File: config.mk
export PLATFORM = sky130hd
export DESIGN_NAME = alu_exec
export DESIGN_NICKNAME = d
export VERILOG_FILES = /design/src/rtl/alu_exec_pkg.sv /design/src/rtl/alu_exec_core.sv /design/src/rtl/alu_exec.sv
export SDC_FILE = /design/constraint.sdc
export NUM_CORES = 1
export LEC_CHECK = 0
export ABC_AREA = 1
export BUFFER_PORTS_ARGS = -buffer_cell sky130_fd_sc_hd__buf_2
export CORE_ASPECT_RATIO = 1.2
export CORE_MARGIN = 1
export CORE_UTILIZATION = 35
export DETAILED_ROUTE_END_ITERATION = 16
export GPL_TIMING_DRIVEN = 0
export PLACE_DENSITY = 0.51
export REMOVE_ABC_BUFFERS = 1
export SETUP_SLACK_MARGIN = 0.05
export SLEW_MARGIN = 20
export SYNTH_ARGS = -nofsm -noshare
export SYNTH_HDL_FRONTEND = slang
export SYNTH_SLANG_ARGS = --single-unit
File: constraint.sdc
create_clock -name clk -period 6 [get_ports clk]
set_clock_uncertainty 0.1 [all_clocks]
set_input_delay 0.6 -clock clk [delete_from_list [all_inputs] [get_ports clk]]
set_output_delay 0.6 -clock clk [all_outputs]
set_load 0.01 [all_outputs]
File: src/rtl/alu_exec_pkg.sv
// Shared widths, tag encoding and decoded-op encoding for the ALU execution unit.
// Branches take their offset from a separate immediate field latched at accept.
package alu_exec_pkg;

    localparam int SINST_W  = 6;
    localparam int REGTAG_W = 4;
    localparam int DWORD_W  = 32;
    localparam int ADDR_W   = 5;

    localparam logic [REGTAG_W-1:0] UNLOCKED = 4'hF;

    typedef enum logic [SINST_W-1:0] {
        OP_ADD   = 6'd0,
        OP_SUB   = 6'd1,
        OP_AND   = 6'd2,
        OP_OR    = 6'd3,
        OP_XOR   = 6'd4,
        OP_SLT   = 6'd5,
        OP_SLTU  = 6'd6,
        OP_SLL   = 6'd7,
        OP_SRL   = 6'd8,
        OP_SRA   = 6'd9,
        OP_LUI   = 6'd10,
        OP_AUIPC = 6'd11,
        OP_JAL   = 6'd12,
        OP_JALR  = 6'd13,
        OP_BEQ   = 6'd14,
        OP_BNE   = 6'd15,
        OP_BLT   = 6'd16,
        OP_BGE   = 6'd17,
        OP_BLTU  = 6'd18,
        OP_BGEU  = 6'd19
    } op_e;

    function automatic logic is_shift(input op_e op);
        return op inside {OP_SLL, OP_SRL, OP_SRA};
    endfunction

    function automatic logic is_branch(input op_e op);
        return op inside {OP_BEQ, OP_BNE, OP_BLT, OP_BGE, OP_BLTU, OP_BGEU};
    endfunction

    function automatic logic is_jump(input op_e op);
        return op inside {OP_JAL, OP_JALR};
    endfunction

endpackage

File: src/rtl/alu_exec_core.sv
// Combinational ALU and branch-compare datapath; shifts are handled by the caller.
module alu_core
    import alu_exec_pkg::*;
(
    input  op_e                op,
    input  logic [DWORD_W-1:0] x,
    input  logic [DWORD_W-1:0] y,
    input  logic [DWORD_W-1:0] pc,
    input  logic [DWORD_W-1:0] imm,
    output logic [DWORD_W-1:0] result,
    output logic               taken,
    output logic [DWORD_W-1:0] target
);

    logic signed [DWORD_W-1:0] sx;
    logic signed [DWORD_W-1:0] sy;
    logic        [DWORD_W-1:0] jalr_sum;

    assign sx       = x;
    assign sy       = y;
    assign jalr_sum = x + y;

    always_comb begin
        result = '0;
        taken  = 1'b0;
        target = '0;
        case (op)
            OP_ADD:   result = x + y;
            OP_SUB:   result = x - y;
            OP_AND:   result = x & y;
            OP_OR:    result = x | y;
            OP_XOR:   result = x ^ y;
            OP_SLT:   result = {{(DWORD_W-1){1'b0}}, sx < sy};
            OP_SLTU:  result = {{(DWORD_W-1){1'b0}}, x < y};
            OP_LUI:   result = y;
            OP_AUIPC: result = pc + y;
            OP_JAL: begin
                result = pc + 32'd4;
                taken  = 1'b1;
                target = pc + y;
            end
            OP_JALR: begin
                result = pc + 32'd4;
                taken  = 1'b1;
                target = {jalr_sum[DWORD_W-1:1], 1'b0};
            end
            // Branches write nothing back; target is pc-relative regardless of outcome
            OP_BEQ:  begin taken = (x == y); target = pc + imm; end
            OP_BNE:  begin taken = (x != y); target = pc + imm; end
            OP_BLT:  begin taken = (sx < sy);  target = pc + imm; end
            OP_BGE:  begin taken = (sx >= sy); target = pc + imm; end
            OP_BLTU: begin taken = (x < y);    target = pc + imm; end
            OP_BGEU: begin taken = (x >= y);   target = pc + imm; end
            default: ;
        endcase
    end

endmodule

File: src/rtl/alu_exec.sv
// ALU execution unit: holds one reservation-station entry, waits for operands,
// runs a bit-serial shifter when needed and broadcasts the result for one cycle.
module alu_exec
    import alu_exec_pkg::*;
(
    input  logic                clk,
    input  logic                rst,
    input  logic                rdy,
    input  logic                rs_busy,
    input  logic [SINST_W-1:0]  rs_op,
    input  logic [REGTAG_W-1:0] rs_tagx,
    input  logic [REGTAG_W-1:0] rs_tagy,
    input  logic [REGTAG_W-1:0] rs_tagw,
    input  logic [DWORD_W-1:0]  rs_datax,
    input  logic [DWORD_W-1:0]  rs_datay,
    input  logic [DWORD_W-1:0]  rs_imm,
    input  logic [ADDR_W-1:0]   rs_target,
    input  logic [DWORD_W-1:0]  rs_pc,
    output logic                busy_alu,
    output logic [DWORD_W-1:0]  alu_data,
    output logic [REGTAG_W-1:0] alu_tag,
    output logic                alu_valid,
    output logic                wr_en,
    output logic [ADDR_W-1:0]   wr_addr,
    output logic                br_valid,
    output logic                br_taken,
    output logic [DWORD_W-1:0]  br_target
);

    typedef enum logic [1:0] {S_IDLE, S_WAIT, S_SHIFT, S_BCAST} state_e;

    state_e               state, state_nxt;
    op_e                  op_q;
    logic [REGTAG_W-1:0]  tagw_q;
    logic [ADDR_W-1:0]    target_q;
    logic [DWORD_W-1:0]   pc_q;
    logic [DWORD_W-1:0]   imm_q;
    logic [DWORD_W-1:0]   sh_val;
    logic [4:0]           sh_cnt;
    logic                 opnd_ready;
    logic [DWORD_W-1:0]   core_result;
    logic                 core_taken;
    logic [DWORD_W-1:0]   core_target;
    logic [DWORD_W-1:0]   bcast_result;

    function automatic logic [DWORD_W-1:0] shift_one(input op_e op, input logic [DWORD_W-1:0] v);
        case (op)
            OP_SLL:  return {v[DWORD_W-2:0], 1'b0};
            OP_SRL:  return {1'b0, v[DWORD_W-1:1]};
            default: return {v[DWORD_W-1], v[DWORD_W-1:1]};
        endcase
    endfunction

    // Operands come straight from the station each WAIT cycle so forwarded values are seen
    assign opnd_ready = (rs_tagx == UNLOCKED) && (rs_tagy == UNLOCKED);

    alu_core u_core (
        .op     (op_q),
        .x      (rs_datax),
        .y      (rs_datay),
        .pc     (pc_q),
        .imm    (imm_q),
        .result (core_result),
        .taken  (core_taken),
        .target (core_target)
    );

    always_comb begin
        bcast_result = core_result;
        if (state == S_SHIFT)
            bcast_result = shift_one(op_q, sh_val);
        else if (is_shift(op_q))
            bcast_result = rs_datax;
    end

    always_comb begin
        state_nxt = state;
        case (state)
            S_IDLE:  if (rs_busy) state_nxt = S_WAIT;
            S_WAIT: begin
                if (opnd_ready) begin
                    if (is_shift(op_q) && (rs_datay[4:0] != 5'd0))
                        state_nxt = S_SHIFT;
                    else
                        state_nxt = S_BCAST;
                end
            end
            S_SHIFT: if (sh_cnt == 5'd1) state_nxt = S_BCAST;
            S_BCAST: state_nxt = S_IDLE;
            default: state_nxt = S_IDLE;
        endcase
    end

    always_ff @(posedge clk) begin
        if (rst)
            state <= S_IDLE;
        else if (rdy)
            state <= state_nxt;
    end

    // Outputs are registered; strobes are raised only on the edge entering BCAST
    always_ff @(posedge clk) begin
        if (rst) begin
            busy_alu  <= 1'b0;
            alu_data  <= '0;
            alu_tag   <= UNLOCKED;
            alu_valid <= 1'b0;
            wr_en     <= 1'b0;
            wr_addr   <= '0;
            br_valid  <= 1'b0;
            br_taken  <= 1'b0;
            br_target <= '0;
        end else if (rdy) begin
            busy_alu  <= (state_nxt != S_IDLE);
            alu_valid <= 1'b0;
            alu_tag   <= UNLOCKED;
            wr_en     <= 1'b0;
            br_valid  <= 1'b0;
            if (state_nxt == S_BCAST) begin
                alu_valid <= 1'b1;
                alu_tag   <= tagw_q;
                alu_data  <= bcast_result;
                wr_addr   <= target_q;
                wr_en     <= (target_q != '0) && !is_branch(op_q);
                br_valid  <= is_branch(op_q) || is_jump(op_q);
                br_taken  <= core_taken;
                br_target <= core_target;
            end
        end
    end

    always_ff @(posedge clk) begin
        if (rdy) begin
            case (state)
                S_IDLE: begin
                    if (rs_busy) begin
                        op_q     <= op_e'(rs_op);
                        tagw_q   <= rs_tagw;
                        target_q <= rs_target;
                        pc_q     <= rs_pc;
                        imm_q    <= rs_imm;
                    end
                end
                S_WAIT: begin
                    if (opnd_ready) begin
                        sh_val <= rs_datax;
                        sh_cnt <= rs_datay[4:0];
                    end
                end
                S_SHIFT: begin
                    sh_val <= shift_one(op_q, sh_val);
                    sh_cnt <= sh_cnt - 5'd1;
                end
                default: ;
            endcase
        end
    end

endmodule

==> impl_metrics.json <==
{
  "num_rows": 94,
  "wire_per_inst_um": 23.2,
  "yosysWarnings": 0,
  "max-slew-margin-rel": 0.226,
  "grt_pass1_vias": 20992,
  "antenna_found_initial": 0,
  "p_leak_nw": 10.7,
  "p_per_area_nw_per_um2": 178,
  "clk_latency_ns": 0.52,
  "cpPeakStageDelay_ns": 0.62,
  "drive_gt1_frac": 0.101,
  "rsz0062_at_grt": "no",
  "startpoint_type": "flip-flop",
  "hp-class": "in2reg",
  "worst_pin_slew_ns": 1.15,
  "setup_violations": 0,
  "ff2ff_setup_slack_ns": 2.21,
  "cp_num_buf_inv": 5,
  "numCtsBuffers": 17,
  "synth_top_family_by_area": "simple AND/OR/NAND/NOR gates",
  "dieArea_um2": 56900,
  "maxSlewViolCount": 0,
  "yosys.area_share.simple": 0.337,
  "use_met2": 0.544,
  "cts_tree": "built",
  "viasPerCell": 5.50,
  "final_net_count": 3589,
  "die-height_um": 261,
  "postPlaceCellArea_um2": 21400,
  "ant_nets": 0,
  "synth_area_per_cell_um2": 6.33,
  "htreeDepth": 4,
  "drt_iter0_drc": 1837,
  "area_delta_synth_final_pct": 12.8,
  "hpwlAfterDp_mm": 77.0,
  "arrival_ns": 4.13,
  "grt.met1_usage": 0.415,
  "end_kind": "flip-flop",
  "cp_max_fo": 57,
  "drt-total-wl_mm": 93.0,
  "drc": 0,
  "ys_seq_elements": 196,
  "clock_sinks": 196,
  "die_width_um": 218,
  "grt_pass1_wl_mm": 132,
  "synth-edff-count": 116,
  "synth_compound_area_frac": 0.179,
  "synth_mux_area_frac": 0,
  "slowest_stage": "nor2_4",
  "root_buffer": "clkbuf_16",
  "clk_pin_slew_ns": 0.09,
  "ys_seq_area_frac": 0.260,
  "synthXorXnorAreaFrac": 0.0139,
  "synthArstFlopShare": 0,
  "crit_family": "buffers and inverters",
  "synth_cell_type_count": 54,
  "dr.pass1.iters": 7,
  "cts_buffer_depth": 2,
  "synth-adder-area-share": 0.107,
  "met3_usage": 0.0348,
  "post_cts_resized": 0,
  "ctsHoldBuffers": 0,
  "grt_use_total": 0.320,
  "outcome": "finished, final reports clean",
  "grt-ovfl-total": 0,
  "post-cts-setup-buffers": 0,
  "design.core.area_um2": 55000,
  "syn_area_um2": 19600,
  "ios": 233,
  "start_util": 0.356,
  "worstSetupPathType": "reg2reg",
  "vias": 22020,
  "syn_inst": 3095,
  "finalHoldViolCount": 0,
  "grt_max_degree": 58,
  "max-cap-violations": 0,
  "path_cells": "inv_1 -> nor2_4 -> inv_4 -> nand2_1 -> nand2_1 -> inv_2 -> nand2_4 -> inv_4 -> buf_12 -> o311ai_0 -> a21oi_1",
  "fmax_mhz": 264,
  "yosys_most_used_dff": "edfxtp_1",
  "fin_area_um2": 22100,
  "vdd_ir_drop_max_mv": 0.125,
  "diodes": 0,
  "worst_ep_required_time_ns": 6.34,
  "place.gp.congestion": 1.00,
  "finalCritPeriodShare": 0.632,
  "portBuffers": 232,
  "top_usage_layer": "met2",
  "p_total_mw": 3.93,
  "period_minus_slack_ns": 3.79
}
cells in the mapped netlist, types with 30 or more instances:
master	instances	area, µm²
a21oi_1	240	1200
buf_2	30	150
clkbuf_1	34	128
dfxtp_1	80	1600
edfxtp_1	116	3480
ha_1	161	2010
inv_1	415	1560
nand2_1	840	3150
nand3_1	300	1500
nand4_1	52	325
nor2_1	268	1010
nor3_1	41	205
o21ai_0	232	1160
o21bai_1	35	263
o22ai_1	30	188
where the power goes:
group,switching [mW],total (mW),internal [mW]
sequential,0.0281,1.48,1.45
combinational,0.810,1.14,0.330
clock,0.715,1.31,0.591
layout make-up:
type	count	area, µm²
clock inverter	15	221
sequential	196	5080
multi-input combinational	2383	12500
timing repair buffer	240	1320
tap	720	901
fill	6052	33000
inverter	431	1620
clock buffer	17	425
worst register-to-register path, cell delays in order, from the launching register on:
cell      delay (ns)
dfxtp_1         0.36
inv_1           0.09
nor2_4          0.62
inv_4           0.47
nand2_1         0.21
nand2_1         0.10
inv_2           0.23
nand2_4         0.32
inv_4           0.51
buf_12          0.28
o311ai_0        0.24
a21oi_1         0.19
per-layer routing:
metal,wire (µm),part of all wire
met5,0,0
met4,3190,0.034
met3,5200,0.056
met2,44500,0.48
met1,40100,0.43
state kept, by name, summed over array words and instances, names as in the netlist, 2 cells and up:
name and flops:
alu_tag 4, tagw_q 4, sh_cnt 5, state 2, alu_data 32, pc_q 32
br_target 32, imm_q 32, wr_addr 5, sh_val 32, target_q 5, op_q 6
cells in the final DEF (no fill, tap or decap), types with 4 or more instances in the layout:
master     synthesis  final
nand2_1          840    838
inv_1            415    411
nand3_1          300    299
nor2_1           268    266
a21oi_1          240    240
o21ai_0          232    232
buf_2             30    232
ha_1             161    161
edfxtp_1         116    116
dfxtp_1           80     80
nand4_1           52     52
nor3_1            41     41
o21bai_1          35     35
o22ai_1           30     30
xor2_1            25     25
o31ai_1           21     21
clkbuf_16          0     17
inv_2             15     16
nand3b_1          15     15
or2_2             12     12
o221ai_1          11     11
o211ai_1          10     10
nor2_2            10      9
buf_12             0      8
a21o_1             7      7
o2111ai_1          7      7
xnor2_1            6      6
a31oi_1            6      6
nand2_2            4      5
o21a_1             5      5
inv_12             0      5
o21ai_1            4      4
nor4_1             4      4
fa_1               4      4
clkinv_8           0      4
cells by family after synthesis:
group,count (synthesis)
AO/OA/AOI/OAI,626
XOR/XNOR,31
adder cells (fa/ha/maj),165
buffers and inverters,516
flip-flops,196
AND/OR/NAND/NOR,1561
through the flow:
step                      cells  setup TNS [ns]  utilization  worst slack [ns]  hold slack [ns]
after CTS                  4002               0        0.401              2.19            0.125
final                      4002               0        0.401              2.21            0.148
after global routing       4002               0        0.401              1.91            0.140
after floorplan            3010          -56.61            -            -0.941            0.340
after global placement     3962         -576.12        0.386             -5.97            0.348
after detailed placement   3970               0        0.389              2.22            0.354
final timing paths:
path              cells past startpoint                        from                    endpoint
setup / recovery                     11       state[1]$_SDFFE_PP0P_          wr_en$_SDFFE_PP0P_
hold / removal                        1                  rs_tagw[0]         tagw_q[0]$_DFFE_PP_
setup reg to reg                     11       state[1]$_SDFFE_PP0P_          wr_en$_SDFFE_PP0P_
hold reg to reg                       2  br_target[21]$_SDFFE_PP0P_  br_target[21]$_SDFFE_PP0P_
Power figures use the tool's default switching activity.
